--- src/rtl/logic_unit_arbiter_pkg.sv ---
// Purpose: shared opcode and FSM state encodings for the logic unit arbiter slice.
// Latency: n/a (constants only).
// Backpressure: n/a.
package logic_unit_pkg;

    // Opcodes, applied bitwise across the operand width
    localparam logic [1:0] OP_AND = 2'b00;
    localparam logic [1:0] OP_OR  = 2'b01;
    localparam logic [1:0] OP_XOR = 2'b10;
    localparam logic [1:0] OP_NOT = 2'b11;

    // Arbiter FSM state encodings
    localparam logic [1:0] ST_IDLE = 2'd0;
    localparam logic [1:0] ST_EXEC = 2'd1;
    localparam logic [1:0] ST_DONE = 2'd2;

endpackage

--- src/rtl/logic_unit_arbiter_if.sv ---
// Purpose: two-requester request/grant/done bundle between lab control FSMs and the arbiter.
// Latency: n/a (wiring only).
// Backpressure: requesters hold req until their done pulse; the arbiter never stalls done.
interface logic_unit_arbiter_if #(
    parameter int W     = 8,
    parameter int CNT_W = 16
);
    logic             req0;
    logic [1:0]       op0;
    logic [W-1:0]     a0;
    logic [W-1:0]     b0;
    logic             req1;
    logic [1:0]       op1;
    logic [W-1:0]     a1;
    logic [W-1:0]     b1;
    logic             gnt0;
    logic             gnt1;
    logic             done0;
    logic             done1;
    logic [W-1:0]     result;
    logic             busy;
    logic [CNT_W-1:0] cnt0;
    logic [CNT_W-1:0] cnt1;

    // Requester side: drives requests and operands, observes grants and results
    modport master (
        output req0, op0, a0, b0, req1, op1, a1, b1,
        input  gnt0, gnt1, done0, done1, result, busy, cnt0, cnt1
    );

    // Arbiter side
    modport slave (
        input  req0, op0, a0, b0, req1, op1, a1, b1,
        output gnt0, gnt1, done0, done1, result, busy, cnt0, cnt1
    );
endinterface

--- src/rtl/logic_unit_arbiter_lu.sv ---
// Purpose: combinational W-bit logic function (and/or/xor/not) selected by a 2-bit opcode.
// Latency: 0 cycles (pure combinational; the caller registers the output).
// Backpressure: none.
module logic_unit_w
    import logic_unit_pkg::*;
#(
    parameter int W = 8
) (
    input  logic [1:0]   op,
    input  logic [W-1:0] a,
    input  logic [W-1:0] b,
    output logic [W-1:0] y
);

    // Select the bitwise operation; NOT ignores b
    always_comb begin
        y = ~a;
        case (op)
            OP_AND:  y = a & b;
            OP_OR:   y = a | b;
            OP_XOR:  y = a ^ b;
            default: y = ~a;
        endcase
    end

endmodule

--- src/rtl/logic_unit_arbiter.sv ---
// Purpose: round-robin share of one registered logic unit between two requesters (LU_OP_COUNT_EN adds op counters).
// Latency: done pulses 2 cycles after req is sampled in IDLE; one op per 3 cycles.
// Backpressure: req held until done; requests are ignored outside IDLE.
module logic_unit_arbiter
    import logic_unit_pkg::*;
#(
    parameter int W     = 8,
    parameter int CNT_W = 16
) (
    input  logic                  clk,
    input  logic                  rst_n,
    logic_unit_arbiter_if.slave   bus
);

    logic [1:0]   state_q;
    logic         rr_last_q;
    logic [1:0]   op_q;
    logic [W-1:0] a_q;
    logic [W-1:0] b_q;
    logic [W-1:0] result_q;
    logic         gnt0_q;
    logic         gnt1_q;
    logic         done0_q;
    logic         done1_q;
    logic [W-1:0] lu_y;
    logic         any_req;
    logic         pick1;

    // Winner selection: a lone requester wins; on a tie the one not served last wins
    always_comb begin
        any_req = bus.req0 | bus.req1;
        pick1   = bus.req1 & (~bus.req0 | ~rr_last_q);
    end

    logic_unit_w #(.W(W)) u_lu (
        .op (op_q),
        .a  (a_q),
        .b  (b_q),
        .y  (lu_y)
    );

    // Control FSM plus operand/result registers; gnt flags double as the record of the winner
    always_ff @(posedge clk) begin
        if (!rst_n) begin
            state_q   <= ST_IDLE;
            rr_last_q <= 1'b1;
            op_q      <= '0;
            a_q       <= '0;
            b_q       <= '0;
            result_q  <= '0;
            gnt0_q    <= 1'b0;
            gnt1_q    <= 1'b0;
            done0_q   <= 1'b0;
            done1_q   <= 1'b0;
        end else begin
            case (state_q)
                ST_IDLE: begin
                    if (any_req) begin
                        op_q    <= pick1 ? bus.op1 : bus.op0;
                        a_q     <= pick1 ? bus.a1  : bus.a0;
                        b_q     <= pick1 ? bus.b1  : bus.b0;
                        gnt0_q  <= ~pick1;
                        gnt1_q  <= pick1;
                        state_q <= ST_EXEC;
                    end
                end
                ST_EXEC: begin
                    result_q <= lu_y;
                    done0_q  <= gnt0_q;
                    done1_q  <= gnt1_q;
                    state_q  <= ST_DONE;
                end
                ST_DONE: begin
                    done0_q   <= 1'b0;
                    done1_q   <= 1'b0;
                    gnt0_q    <= 1'b0;
                    gnt1_q    <= 1'b0;
                    rr_last_q <= gnt1_q;
                    state_q   <= ST_IDLE;
                end
                default: state_q <= ST_IDLE;
            endcase
        end
    end

`ifdef LU_OP_COUNT_EN
    logic [CNT_W-1:0] cnt0_q;
    logic [CNT_W-1:0] cnt1_q;

    // Saturating completed-op counters, bumped as the winner leaves DONE
    always_ff @(posedge clk) begin
        if (!rst_n) begin
            cnt0_q <= '0;
            cnt1_q <= '0;
        end else if (state_q == ST_DONE) begin
            if (gnt0_q && (cnt0_q != {CNT_W{1'b1}})) cnt0_q <= cnt0_q + CNT_W'(1);
            if (gnt1_q && (cnt1_q != {CNT_W{1'b1}})) cnt1_q <= cnt1_q + CNT_W'(1);
        end
    end

    assign bus.cnt0 = cnt0_q;
    assign bus.cnt1 = cnt1_q;
`else
    assign bus.cnt0 = '0;
    assign bus.cnt1 = '0;
`endif

    assign bus.gnt0   = gnt0_q;
    assign bus.gnt1   = gnt1_q;
    assign bus.done0  = done0_q;
    assign bus.done1  = done1_q;
    assign bus.result = result_q;
    assign bus.busy   = (state_q != ST_IDLE);

endmodule

--- src/flat_wrapper.sv ---
// flat-port wrapper written by rule: the top's interface ports become plain ports
module logic_unit_arbiter_flat import logic_unit_pkg::*;
#(
    parameter int W     = 8,
    parameter int CNT_W = 16
)
  (clk, rst_n, bus_req0, bus_op0, bus_a0, bus_b0, bus_req1, bus_op1, bus_a1, bus_b1, bus_gnt0, bus_gnt1, bus_done0, bus_done1, bus_result, bus_busy, bus_cnt0, bus_cnt1);
  logic_unit_arbiter_if #(.W(W), .CNT_W(CNT_W)) bus_i ();
  input  logic clk;
  input  logic rst_n;
  input wire logic [$bits(bus_i.req0)-1:0] bus_req0;
  input wire logic [$bits(bus_i.op0)-1:0] bus_op0;
  input wire logic [$bits(bus_i.a0)-1:0] bus_a0;
  input wire logic [$bits(bus_i.b0)-1:0] bus_b0;
  input wire logic [$bits(bus_i.req1)-1:0] bus_req1;
  input wire logic [$bits(bus_i.op1)-1:0] bus_op1;
  input wire logic [$bits(bus_i.a1)-1:0] bus_a1;
  input wire logic [$bits(bus_i.b1)-1:0] bus_b1;
  output wire logic [$bits(bus_i.gnt0)-1:0] bus_gnt0;
  output wire logic [$bits(bus_i.gnt1)-1:0] bus_gnt1;
  output wire logic [$bits(bus_i.done0)-1:0] bus_done0;
  output wire logic [$bits(bus_i.done1)-1:0] bus_done1;
  output wire logic [$bits(bus_i.result)-1:0] bus_result;
  output wire logic [$bits(bus_i.busy)-1:0] bus_busy;
  output wire logic [$bits(bus_i.cnt0)-1:0] bus_cnt0;
  output wire logic [$bits(bus_i.cnt1)-1:0] bus_cnt1;
  assign bus_i.req0 = bus_req0;
  assign bus_i.op0 = bus_op0;
  assign bus_i.a0 = bus_a0;
  assign bus_i.b0 = bus_b0;
  assign bus_i.req1 = bus_req1;
  assign bus_i.op1 = bus_op1;
  assign bus_i.a1 = bus_a1;
  assign bus_i.b1 = bus_b1;
  assign bus_gnt0 = bus_i.gnt0;
  assign bus_gnt1 = bus_i.gnt1;
  assign bus_done0 = bus_i.done0;
  assign bus_done1 = bus_i.done1;
  assign bus_result = bus_i.result;
  assign bus_busy = bus_i.busy;
  assign bus_cnt0 = bus_i.cnt0;
  assign bus_cnt1 = bus_i.cnt1;
  logic_unit_arbiter #(.W(W), .CNT_W(CNT_W)) u_core (.clk(clk), .rst_n(rst_n), .bus(bus_i));
endmodule
--- config.mk ---
export PLATFORM = sky130hd
export DESIGN_NAME = logic_unit_arbiter_flat
export DESIGN_NICKNAME = d
export VERILOG_FILES = /design/src/rtl/logic_unit_arbiter_pkg.sv /design/src/rtl/logic_unit_arbiter_if.sv /design/src/rtl/logic_unit_arbiter_lu.sv /design/src/rtl/logic_unit_arbiter.sv /design/src/flat_wrapper.sv
export SDC_FILE = /design/constraint.sdc
export NUM_CORES = 1
export LEC_CHECK = 0
export CORE_ASPECT_RATIO = 0.8
export CORE_MARGIN = 10
export CORE_UTILIZATION = 45
export DETAILED_ROUTE_END_ITERATION = 8
export PLACE_DENSITY = 0.88
export SLEW_MARGIN = 40
export SYNTH_ARGS = -nofsm -noshare
export SYNTH_HDL_FRONTEND = slang
export SYNTH_SLANG_ARGS = --single-unit
export TNS_END_PERCENT = 30
--- constraint.sdc ---
create_clock -name clk -period 4.23 [get_ports clk]
set_clock_uncertainty 0.05 [all_clocks]
set_input_delay 0.846 -clock clk [delete_from_list [all_inputs] [get_ports clk]]
set_output_delay 0.846 -clock clk [all_outputs]
set_load 0.05 [all_outputs]
==> results of run 1 <==
## state kept, by name, indices dropped and copies added, names as in the netlist
signal and cells:
u_core.bus.gnt1 1, u_core.op_q 2, u_core.rr_last_q 1, u_core.bus.result 8
u_core.bus.done0 1, u_core.bus.done1 1, u_core.b_q 8, u_core.a_q 8
u_core.state_q 2, u_core.bus.gnt0 1
## worst max-delay path by stage
stage / from / end
after floorplan: rst_n / u_core.b_q[0]
after global placement: rst_n / u_core.a_q[7]
after detailed placement: rst_n / u_core.a_q[3]
after CTS: u_core.state_q[0] / bus_busy
after global routing: u_core.state_q[0] / bus_busy
final: u_core.state_q[0] / bus_busy
## placed cells by master, fill, tap and decap left out, types with 2 or more instances in the layout
master and n:
dfxtp_1 32, nand2_1 9, o21ai_0 15, and2_2 2, mux2i_1 11, inv_1 22
a221oi_1 6, and2_1 2, and3_1 10, a221o_2 8, ha_1 21, conb_1 32
mux2_2 2, and3b_2 2, nor2b_1 4, a221o_1 12, clkbuf_8 6, and3_2 9
clkdlybuf4s50_1 52, a21boi_0 3
## Yosys cell counts, types with 2 or more instances
cell	count
and3b_2	2
ha_1	21
nand2_1	9
o21ai_0	15
a221o_2	8
a221oi_1	6
dfxtp_1	33
and2_2	2
nor2b_1	4
clkbuf_1	7
and2_1	2
buf_6	2
inv_1	22
mux2i_1	11
a221o_1	12
and3_2	9
a21boi_0	3
mux2_2	2
buf_4	32
and3_1	10
## kinds of logic (layout without fill, tap and decap cells)
logic type | Yosys count | after routing | share of synthesized area
flip-flops | 33 | 33 | 0.309
other | 1 | 32 | 0.00176
multiplexers | 13 | 13 | 0.0621
AND/OR/NAND/NOR | 46 | 46 | 0.141
adder cells (fa/ha/maj) | 21 | 21 | 0.123
AO/OA/AOI/OAI | 46 | 46 | 0.175
buffers and inverters | 67 | 83 | 0.188
## critical path, cell delays in order, from the launching register on
cell             delay (ns)
dfxtp_1                0.38
inv_1                  0.10
ha_1                   0.27
inv_1                  0.08
clkdlybuf4s50_1        0.80
## power by group through the flow
stage / clock [mW] / sequential, mW / combinational, mW
after floorplan: 0 / 0.421 / 0.243
after global placement: 0 / 0.388 / 0.340
after detailed placement: 0 / 0.391 / 0.353
after CTS: 0.314 / 0.384 / 0.356
after global routing: 0.327 / 0.391 / 0.381
final: 0.307 / 0.384 / 0.354
## stage by stage
stage          utilization  total power [mW]  std cells  area (µm²)  setup WS (ns)
3_5_place_dp         0.552             0.743        326        2540           1.46
2_1_floorplan            -             0.664        258        2250           2.24
6_report             0.577              1.04        334        2650           1.42
4_1_cts              0.577              1.05        334        2650           1.39
5_1_grt              0.577              1.10        334        2650           1.31
3_3_place_gp         0.552             0.728        326        2540           1.51
## per-layer routing
| layer | routed length (µm) | GRT usage | vias to the layer above |
|---|---|---|---|
| met5 | 0 | 0 | - |
| met4 | 102 | 0.0662 | 0 |
| met3 | 364 | 0.0487 | 10 |
| met2 | 2740 | 0.229 | 59 |
| met1 | 2050 | 0.134 | 819 |
| li1 | - | - | 823 |
## final cells by class
| type | count | share of cell area |
|---|---|---|
| inverter | 22 | 0.0311 |
| timing repair buffer | 53 | 0.199 |
| sequential | 33 | 0.249 |
| tap | 60 | 0.0283 |
| clock buffer | 7 | 0.0325 |
| clock inverter | 1 | 0.0113 |
| multi-input combinational | 158 | 0.448 |
==> results.yml, run 1 <==
worst_setup_path:
  critPathMaxFanout: 6
  r2r_end: "u_core.bus.result[2]"
  r2r_slack_ns: 2.39
  cp.required_ns: 3.33
  path_class: "flip-flop to primary output"
  critPathCaptureType: "primary output"
  start_kind: "flip-flop"
  r2r_cells: 5
  rr_startpoint: "u_core.state_q[1]"
  crit_arrival_ns: 1.92
sta:
  setup_tns_ns: 0
  whs_ns: 0.442
  fin_crit_sh: 0.665
  fmax_mhz: 355
  fin_crit_ns: 2.81
  rsz0062_at_grt: "false"
  slew_headroom: 0.587
  slew_viol_final: 0
  finalHoldViolCount: 0
  worst_slew_pin_slew_ns: 0.618
  final-setup-viol-count: 0
routing:
  num_vias: 1711
  routed_wl_um: 5260
  initialDrtViolationCount: 77
  first_pass_iters: 4
  drc: 0
  postRouteAntennaNets: 0
  routedWlPerCell_um: 15.7
  viasPerCell: 5.12
logic_synthesis:
  synth-main-ff-cell: "dfxtp_1"
  synth_edf_count: 0
  async_flop_share: 0
  yosysTopAreaCellShare: 0.309
  synth_top_area_cell: "dfxtp_1"
  synthesis.area_um2: 2130
  synth.top_cells.by_area: "dfxtp_1, ha_1, buf_4"
  yosysWarnings: 0
  synthCells: 227
  yosys_register_bits: 33
  yosysSeqAreaShare: 0.309
  syn_area_per_cell_um2: 9.40
  synth_cell_types: 35
clock_network:
  post_cts_resized: 0
  cts.sinks: 33
  cts-root-buf: "clkbuf_8"
  clk_pin_slew_ns: 0.07
  clkLatencyLatePin_ns: 0.29
  cts_setup_buffers: 0
  cts_tree: "yes"
  htreeDepth: 2
  cts_hold_buf: 0
  cts_buffer_depth: 2
  cts_buffers: 5
pwr:
  p_sw_uw: 367
  combPwrFrac: 0.339
  p_sw_frac: 0.352
  p_int_uw: 677
  seq_power_share: 0.368
  p_leak_nw: 1.17
  pwr-share-clk: 0.294
  power.density_nw_per_um2: 394
  vdd_drop_max_uv: 152
placed_design:
  port_buffers: 52
  dp_hpwl_um: 4020
  place_congestion: 0.807
grt:
  grt_pass1_vias: 1719
  grt_max_degree: 24
  antenna_found_initial: 0
  grt_usage: 0.129
  grt_overflow_total: 0
  grt_pass1_wl_um: 8360
die:
  fp.dieArea_um2: 7920
  row_count: 22
  io_pins: 85
  fp.dieH_um: 81.6
  die_x_um: 97
  start_util: 0.464
  core_um2: 4600
layout:
  nFillCells: 391
  multiInputGateArea_um2: 1190
  drive_above_1_share: 0.128
  nets: 334
  area_growth_pct: 24.3
  antenna_cells: 0
  seq_area_um2: 662
job:
  max_cap_viol_count: 0
outcome:
  status: "finished clean"
min_path:
  hold_path.class: "flip-flop to flip-flop"
  min_to: "u_core.bus.done0"
  hold_start: "u_core.bus.done0"
  holdPathStages: 2
No activity file was read; power rests on OpenSTA's default activity.
==> run 2, diff against run 1 <==
--- a/config.mk
+++ b/config.mk
@@ -7,9 +7,9 @@
 export LEC_CHECK = 0
 export CORE_ASPECT_RATIO = 0.8
 export CORE_MARGIN = 10
-export CORE_UTILIZATION = 45
+export CORE_UTILIZATION = 44
 export DETAILED_ROUTE_END_ITERATION = 8
-export PLACE_DENSITY = 0.88
+export PLACE_DENSITY = 0.86
 export SLEW_MARGIN = 40
 export SYNTH_ARGS = -nofsm -noshare
 export SYNTH_HDL_FRONTEND = slang
==> constraint.sdc (replaced) <==
create_clock -name clk -period 2.9 [get_ports clk]
set_clock_uncertainty 0.05 [all_clocks]
set_input_delay 0.58 -clock clk [delete_from_list [all_inputs] [get_ports clk]]
set_output_delay 0.58 -clock clk [all_outputs]
set_load 0.05 [all_outputs]
==> results.yml, run 2 (synthesis results as in run 1) <==
layout:
  fin_util: 0.573
  finalNonFillerCells: 336
  area_growth_pct: 25.0
  nFillCells: 410
  antenna_cells: 0
  most-common-layout-cells: "clkdlybuf4s50_1, dfxtp_1, conb_1, inv_1, ha_1"
  final_common_cell: "clkdlybuf4s50_1"
  nets: 336
  drive_above_1_share: 0.130
worst_setup_path:
  critPathMaxFanout: 6
  crit_start: "u_core.state_q[0]"
  critPathCaptureType: "primary output"
  start_kind: "flip-flop"
  cp.required_ns: 2.27
  crit_arrival_ns: 1.91
  r2r_cells: 5
  path_class: "flip-flop to primary output"
  rr_startpoint: "u_core.state_q[1]"
sta:
  fin_crit_sh: 0.877
  rsz0062_at_grt: "false"
  finalHoldViolCount: 0
  fin_crit_ns: 2.54
  slew_headroom: 0.557
  fmax_mhz: 393
  worst_slew_pin_slew_ns: 0.663
  final-setup-viol-count: 0
  slew_viol_final: 0
  setup_tns_ns: 0
pwr:
  p_sw_frac: 0.353
  power.density_nw_per_um2: 574
  p_sw_uw: 540
  seq_power_share: 0.363
  pwr-share-clk: 0.293
  p_int_uw: 990
  p_leak_nw: 1.18
  vdd_drop_max_uv: 253
  combPwrFrac: 0.344
grt:
  grt_pass1_vias: 1769
  grt_overflow_total: 0
  grt_usage: 0.132
  antenna_found_initial: 0
  grt_pass1_wl_um: 8690
  grt_max_degree: 20
die:
  die_x_um: 97.9
  fp.dieH_um: 82.3
  io_pins: 85
  core_um2: 4650
  start_util: 0.459
  row_count: 22
  fp.dieArea_um2: 8050
outcome:
  status: "finished clean"
clock_network:
  cts-root-buf: "clkbuf_8"
  cts_setup_buffers: 0
  cts_buffer_depth: 2
  htreeDepth: 2
  cts_tree: "yes"
  cts.sinks: 33
  clk_pin_slew_ns: 0.07
  cts_buffers: 5
  post_cts_resized: 0
  cts_hold_buf: 0
  clkLatencyLatePin_ns: 0.28
routing:
  drc: 0
  postRouteAntennaNets: 0
  viasPerCell: 5.03
  routed_wl_um: 5340
  num_vias: 1689
  initialDrtViolationCount: 111
  routedWlPerCell_um: 15.9
  first_pass_iters: 4
min_path:
  hold_path.class: "flip-flop to flip-flop"
  holdPathStages: 2
  hold_start: "u_core.bus.done0"
placed_design:
  place_congestion: 0.838
  port_buffers: 52
  dp.cells: 328
  dp_hpwl_um: 4030
job:
  max_cap_viol_count: 0
run 2: final timing paths:
kind	to	slack (ns)
setup / recovery	bus_busy	0.36
hold / removal	u_core.bus.done0	0.44
setup reg to reg	u_core.bus.result[2]	0.96
hold reg to reg	u_core.bus.done0	0.44
run 2: layout make-up:
type	count	area, µm²	area share
Clock buffer	7	86.3	0.0324
Tap cell	60	75.1	0.0281
Sequential cell	33	661	0.248
Timing Repair Buffer	55	543	0.204
Clock inverter	1	30.0	0.0113
Multi-Input combinational cell	158	1190	0.446
Inverter	22	82.6	0.0310
run 2: per-layer routing:
| layer | wire [µm] | track usage |
|---|---|---|
| met5 | 0 | 0 |
| met4 | 91 | 0.0536 |
| met3 | 292 | 0.0407 |
| met2 | 2840 | 0.247 |
| met1 | 2110 | 0.137 |
run 2: per-stage QoR:
step	power (mW)	setup slack [ns]	hold slack, ns	cell area [µm²]
after floorplan	0.969	1.08	0.415	2250
after global placement	1.07	0.687	0.437	2550
after detailed placement	1.09	0.656	0.439	2550
after CTS	1.54	0.340	0.449	2670
after global routing	1.61	0.278	0.485	2670
final	1.53	0.358	0.444	2670
run 2: critical path: stages, from the launching register on:
cell and delay, ns:
dfxtp_1 0.38, inv_1 0.10, ha_1 0.28, inv_1 0.08, clkdlybuf4s50_1 0.80
run 2: power by group through the flow:
| stage | Sequential, mW | Combinational, mW | Clock [mW] |
|---|---|---|---|
| final | 0.556 | 0.526 | 0.448 |
| after global routing | 0.564 | 0.569 | 0.479 |
| after CTS | 0.556 | 0.525 | 0.459 |
| after detailed placement | 0.565 | 0.520 | 0 |
| after global placement | 0.563 | 0.506 | 0 |
| after floorplan | 0.614 | 0.355 | 0 |
==> RTL edit 1, RTL diff (settings of run 1) <==
`W` is set to 8 in 4 places; all go to 10.
--- a/src/rtl/logic_unit_arbiter_if.sv
+++ b/src/rtl/logic_unit_arbiter_if.sv
@@ -2,7 +2,7 @@
 // Latency: n/a (wiring only).
 // Backpressure: requesters hold req until their done pulse; the arbiter never stalls done.
 interface logic_unit_arbiter_if #(
-    parameter int W     = 8,
+    parameter int W     = 10,
     parameter int CNT_W = 16
 );
     logic             req0;
--- a/src/rtl/logic_unit_arbiter_lu.sv
+++ b/src/rtl/logic_unit_arbiter_lu.sv
@@ -4,7 +4,7 @@
 module logic_unit_w
     import logic_unit_pkg::*;
 #(
-    parameter int W = 8
+    parameter int W = 10
 ) (
     input  logic [1:0]   op,
     input  logic [W-1:0] a,
--- a/src/rtl/logic_unit_arbiter.sv
+++ b/src/rtl/logic_unit_arbiter.sv
@@ -4,7 +4,7 @@
 module logic_unit_arbiter
     import logic_unit_pkg::*;
 #(
-    parameter int W     = 8,
+    parameter int W     = 10,
     parameter int CNT_W = 16
 ) (
     input  logic                  clk,
--- a/src/flat_wrapper.sv
+++ b/src/flat_wrapper.sv
@@ -1,7 +1,7 @@
 // flat-port wrapper written by rule: the top's interface ports become plain ports
 module logic_unit_arbiter_flat import logic_unit_pkg::*;
 #(
-    parameter int W     = 8,
+    parameter int W     = 10,
     parameter int CNT_W = 16
 )
   (clk, rst_n, bus_req0, bus_op0, bus_a0, bus_b0, bus_req1, bus_op1, bus_a1, bus_b1, bus_gnt0, bus_gnt1, bus_done0, bus_done1, bus_result, bus_busy, bus_cnt0, bus_cnt1);
Interface: changed (5 resized); port bits go from 85 to 95. The function was not compared with the original's and may differ.
==> RTL edit 1 against run 1 <==
Combinational power grew 11%. Clock power is 20% lower. Design area is 13% higher. Critical path type unchanged. Utilization is 1.1 points higher. Largest power group unchanged. Hold slack improved by 0.014 ns. Synthesized cell count increased by 15%. Critical path depth did not move. Routed wire length increased by 13%. Sequential cell count increased by 6. Area after synthesis grew 12%. Setup slack worse by 0.046 ns. Final cell count up 13%. Power up 4.9%. Die area increased by 9.4%.
==> RTL edit 1: results (changes against run 1) <==
[status]
status=completed  ; unchanged

[routing]
wl_per_cell_um=15.66  ; was 15.74 µm
viasPerCell=5.225  ; was 5.123
drt-initial-drc-count=102  ; was 77

[global_route]
grt_max_degree=44  ; was 24
grt_pass1_wl_mm=9.556  ; was 8.355 mm
grt_pass1_vias=2014  ; was 1,719
grt_util_all_layers=0.1360  ; was 0.1290

[setup_path]
critPathMaxFanout=7  ; was 6
cp.arrival_ns=1.96  ; was 1.92 ns

[placement]
gp_congestion=0.7447  ; was 0.8069
dp_hpwl_mm=4.579  ; was 4.019 mm
port_buffers=62  ; was 52
dpl_cell_area_um2=2915  ; was 2536 µm²
pre_cts_ws_ns=1.449  ; was 1.458 ns

[synth]
yosysSeqAreaShare=0.3260  ; was 0.3095
synthDistinctLibCells=25  ; was 35
synthTopCellsByArea=dfxtp_1 (33%), ha_1 (13%), buf_4 (10%)  ; was dfxtp_1 (31%), ha_1 (12%), buf_4 (11%)
synthTopCellsByCount=dfxtp_1 (39), buf_4 (32), inv_1 (28), ha_1 (25)  ; was dfxtp_1 (33), buf_4 (32), inv_1 (22), ha_1 (21), o21ai_0 (15)

[cts]
cts_buffer_depth=2  ; unchanged
clk-insertion-delay-late_ns=0.29  ; about the same

[power]
p_int_w=0.0006813  ; was 0.0006771 W
peakVddDrop_mv=0.1681  ; was 0.1524 mV
leakage_nw=1.326  ; was 1.175 nW

[timing]
tightest_slew_ns=0.7764  ; was 0.6179 ns

[final_layout]
drive_gt1_frac=0.03165  ; was 0.1277

RTL edit 1: logic make-up after synthesis:
family	synth area share
compound gates	0.1755
flops	0.3260
fa+ha+maj	0.1306
mux	0.06687
buf+inv	0.1719
simple gates	0.1275
other cells	0.001566
RTL edit 1: metal layers:
layer,up-vias,GRT usage,share of wire
li1,970,-,-
met3,12,0.03566,0.081
met2,74,0.2304,0.48
met5,-,0,0
met1,919,0.1559,0.42
met4,0,0.06226,0.018
RTL edit 1: metrics by stage:
stage,cells,hold slack (ns)
2_1_floorplan,293,0.4147
3_3_place_gp,370,0.4317
3_5_place_dp,370,0.4369
4_1_cts,378,0.4634
5_1_grt,378,0.4907
6_report,378,0.4566
RTL edit 1: critical path, delay by kind of cell (launching register included):
kind	cells	cell delay, ns
buffers and inverters	3	0.99
DFF	1	0.39
adders and majority gates	1	0.29
RTL edit 1: path summary, 6_finish.rpt:
| check | endpoint | slack, ns | startpoint |
|---|---|---|---|
| setup reg to reg | u_core.bus.result[3]$_SDFFE_PN0N_ | 2.28 | u_core.state_q[1]$_SDFFE_PN0P_ |
| hold / removal | u_core.bus.result[1]$_SDFFE_PN0N_ | 0.46 | u_core.bus.result[1]$_SDFFE_PN0N_ |
| hold reg to reg | u_core.bus.result[1]$_SDFFE_PN0N_ | 0.46 | u_core.bus.result[1]$_SDFFE_PN0N_ |
| setup / recovery | bus_busy | 1.37 | u_core.state_q[0]$_SDFFE_PN0P_ |
RTL edit 1: layout make-up:
type,instances,area (µm²)
multi-input cells,178,1323
clock inverters,1,5.005
clock buffers,7,76.32
flip-flops and latches,39,782.0
fillers,442,2097
inverters,28,105.1
well taps,62,77.57
repair buffers,63,628.1
RTL edit 1: power groups by stage:
stage / Sequential, W / Combinational [W] / Clock, W
after floorplan: 0.000495 / 0.000260 / 0
after global placement: 0.000460 / 0.000379 / 0
after detailed placement: 0.000464 / 0.000391 / 0
after CTS: 0.000455 / 0.000393 / 0.000249
after global routing: 0.000462 / 0.000431 / 0.000265
final: 0.000456 / 0.000393 / 0.000247
==> RTL edit 2, RTL diff (flow settings as in run 1) <==
Made on the original files. Build with the macro `LU_OP_COUNT_EN` defined.
--- a/src/rtl/logic_unit_arbiter.sv
+++ b/src/rtl/logic_unit_arbiter.sv
@@ -1,6 +1,8 @@
 // Purpose: round-robin share of one registered logic unit between two requesters (LU_OP_COUNT_EN adds op counters).
 // Latency: done pulses 2 cycles after req is sampled in IDLE; one op per 3 cycles.
 // Backpressure: req held until done; requests are ignored outside IDLE.
+`define LU_OP_COUNT_EN
+
 module logic_unit_arbiter
     import logic_unit_pkg::*;
 #(
Check against the original RTL: not equivalent (Yosys sat finds a counterexample within 4 cycles, from zero or initial values and one cycle with rst_n low).
==> RTL edit 2 against run 1 <==
Sequential cell count up 32. Design area up 70%. Area after synthesis up 58%. Setup slack worse by 0.13 ns. Hold slack worse by 0.017 ns. Global-route usage up 3.9 points. Sequential share of layout area up 3.9 points. Routed wire length up 80%. Power up 49%.
==> RTL edit 2: results (changes against run 1) <==
[power]
peakVddDrop_mv=0.2289  ; was 0.1524 mV
leakage_nw=1.644  ; was 1.175 nW
p_int_w=0.001147  ; was 0.0006771 W

[timing]
hold_ws_ns=0.4255  ; was 0.4424 ns
tightest_slew_ns=0.7691  ; was 0.6179 ns
finalSetupTns_ns=0  ; unchanged
finalCritPeriodShare=0.6954  ; was 0.6652

[routing]
wl_mm=9.477  ; was 5.257 mm
wl_per_cell_um=17.58  ; was 15.74 µm
dr.pass1.iters=7  ; was 4
vias=3251  ; was 1,711
drt-initial-drc-count=280  ; was 77

[placement]
dp_cells=524  ; was 326
gp_congestion=0.8318  ; was 0.8069
port_buffers=84  ; was 52
pre_cts_ws_ns=1.427  ; was 1.458 ns
dp_hpwl_mm=6.912  ; was 4.019 mm

[synth]
synthArstFlopShare=0  ; unchanged
synth_xor_xnor_area_share=0.005193  ; was 0
synthTopCellsByArea=dfxtp_1 (39%), ha_1 (8.5%), a222oi_1 (5.3%)  ; was dfxtp_1 (31%), ha_1 (12%), buf_4 (11%)
synth_compound_area_frac=0.1714  ; was 0.1753
synthTopCellsByCount=dfxtp_1 (65), nor2_1 (33), inv_1 (30), a21oi_1 (26)  ; was dfxtp_1 (33), buf_4 (32), inv_1 (22), ha_1 (21), o21ai_0 (15)
ys.flop_type=dfxtp_1  ; unchanged
avgSynthCellArea_um2=9.191  ; was 9.403 µm²
synth_mux_area_frac=0.09496  ; was 0.06213
synth_adder_area_share=0.08531  ; was 0.1231
yosysSeqAreaShare=0.3858  ; was 0.3095
synth_nets=430
yosys_warnings=0  ; unchanged
synthDistinctLibCells=41  ; was 35

[global_route]
grt_max_degree=37  ; was 24
grt_pass1_wl_mm=15.75  ; was 8.355 mm
grt_pass1_vias=3157  ; was 1,719
grt_util_all_layers=0.1679  ; was 0.1290
grt_antenna_before_repair=0  ; unchanged

[final_layout]
fin_nets=508  ; was 334
num_antenna_cells=0  ; unchanged
drive_gt1_frac=0.06682  ; was 0.1277
fillers=617  ; was 391

[cts]
cts_buffers=9  ; was 5
clk_pin_slew_ns=0.07  ; about the same
htree_levels=3  ; was 2
clk-insertion-delay-late_ns=0.35  ; was 0.29 ns
cts_buffer_depth=2  ; unchanged
cts_root_buf=clkbuf_8  ; unchanged
cts_resized=0  ; unchanged
postCtsSetupRepairBufs=0  ; unchanged

[setup_path]
critPathMaxFanout=6  ; unchanged
cp.arrival_ns=2.05  ; was 1.92 ns
reg2reg_depth=6  ; was 5
r2r_slack_ns=1.95  ; was 2.39 ns

[min_path]
hold_path_class=reg -> reg  ; unchanged
whs_path_depth=2  ; unchanged

[status]
status=completed  ; unchanged

RTL edit 2: cell count changes after synthesis, moves of 12 or more:
cell / change
a21oi_1: +26
a221o_1: -12
o31ai_1: +12
nand2_1: +14
a222oi_1: +18
buf_4: -32
or4_1: +12
nor2_1: +32
dfxtp_1: +32
RTL edit 2: power groups by stage:
stage          combinational, W  sequential (W)  clock (W)
2_1_floorplan          0.000159        0.000697          0
3_3_place_gp           0.000255        0.000688          0
3_5_place_dp           0.000268        0.000689          0
4_1_cts                0.000270        0.000676   0.000613
5_1_grt                0.000296        0.000681   0.000648
6_report               0.000272        0.000677   0.000612
RTL edit 2: cell type report:
class	instances	share of cell area
timing repair buffer	86	0.1900
clock inverter	2	0.01333
sequential	65	0.2889
multi-input combinational	253	0.4203
tap	90	0.02500
clock buffer	13	0.03750
inverter	30	0.02500
RTL edit 2: kinds of logic (layout without fill, tap and decap cells):
| group | Yosys count | count (layout) |
|---|---|---|
| xor+xnor | 2 | 2 |
| fa+ha+maj | 23 | 23 |
| simple gates | 124 | 124 |
| flops | 65 | 65 |
| compound gates | 82 | 82 |
| mux | 22 | 22 |
| buf+inv | 49 | 131 |
RTL edit 2: layer usage:
| layer | GRT usage | wire length, µm |
|---|---|---|
| met5 | 0 | 0 |
| met4 | 0.05408 | 167 |
| met3 | 0.04198 | 608 |
| met2 | 0.2786 | 4942 |
| met1 | 0.2056 | 3758 |
RTL edit 2: critical path, cell delays in order (launching register included):
cell,delay [ns]
dfxtp_1,0.39
inv_1,0.10
ha_1,0.29
inv_1,0.11
clkdlybuf4s50_1,0.82
RTL edit 2: metrics by stage:
stage | total power (W) | cell area, µm²
2_1_floorplan | 0.0008563 | 3373
5_1_grt | 0.001625 | 4504
6_report | 0.001560 | 4504
3_5_place_dp | 0.0009571 | 4260
3_3_place_gp | 0.0009428 | 4257
4_1_cts | 0.001559 | 4489
RTL edit 2: path summary, 6_finish.rpt:
check,endpoint,start
worst min register to register,u_core.bus.done1$_SDFFE_PN0P_,u_core.bus.done1$_SDFFE_PN0P_
worst max register to register,u_core.bus.cnt0[13]$_SDFFE_PN0P_,u_core.state_q[0]$_SDFFE_PN0P_
worst min-delay path,u_core.bus.done1$_SDFFE_PN0P_,u_core.bus.done1$_SDFFE_PN0P_
worst max-delay path,bus_busy,u_core.state_q[0]$_SDFFE_PN0P_
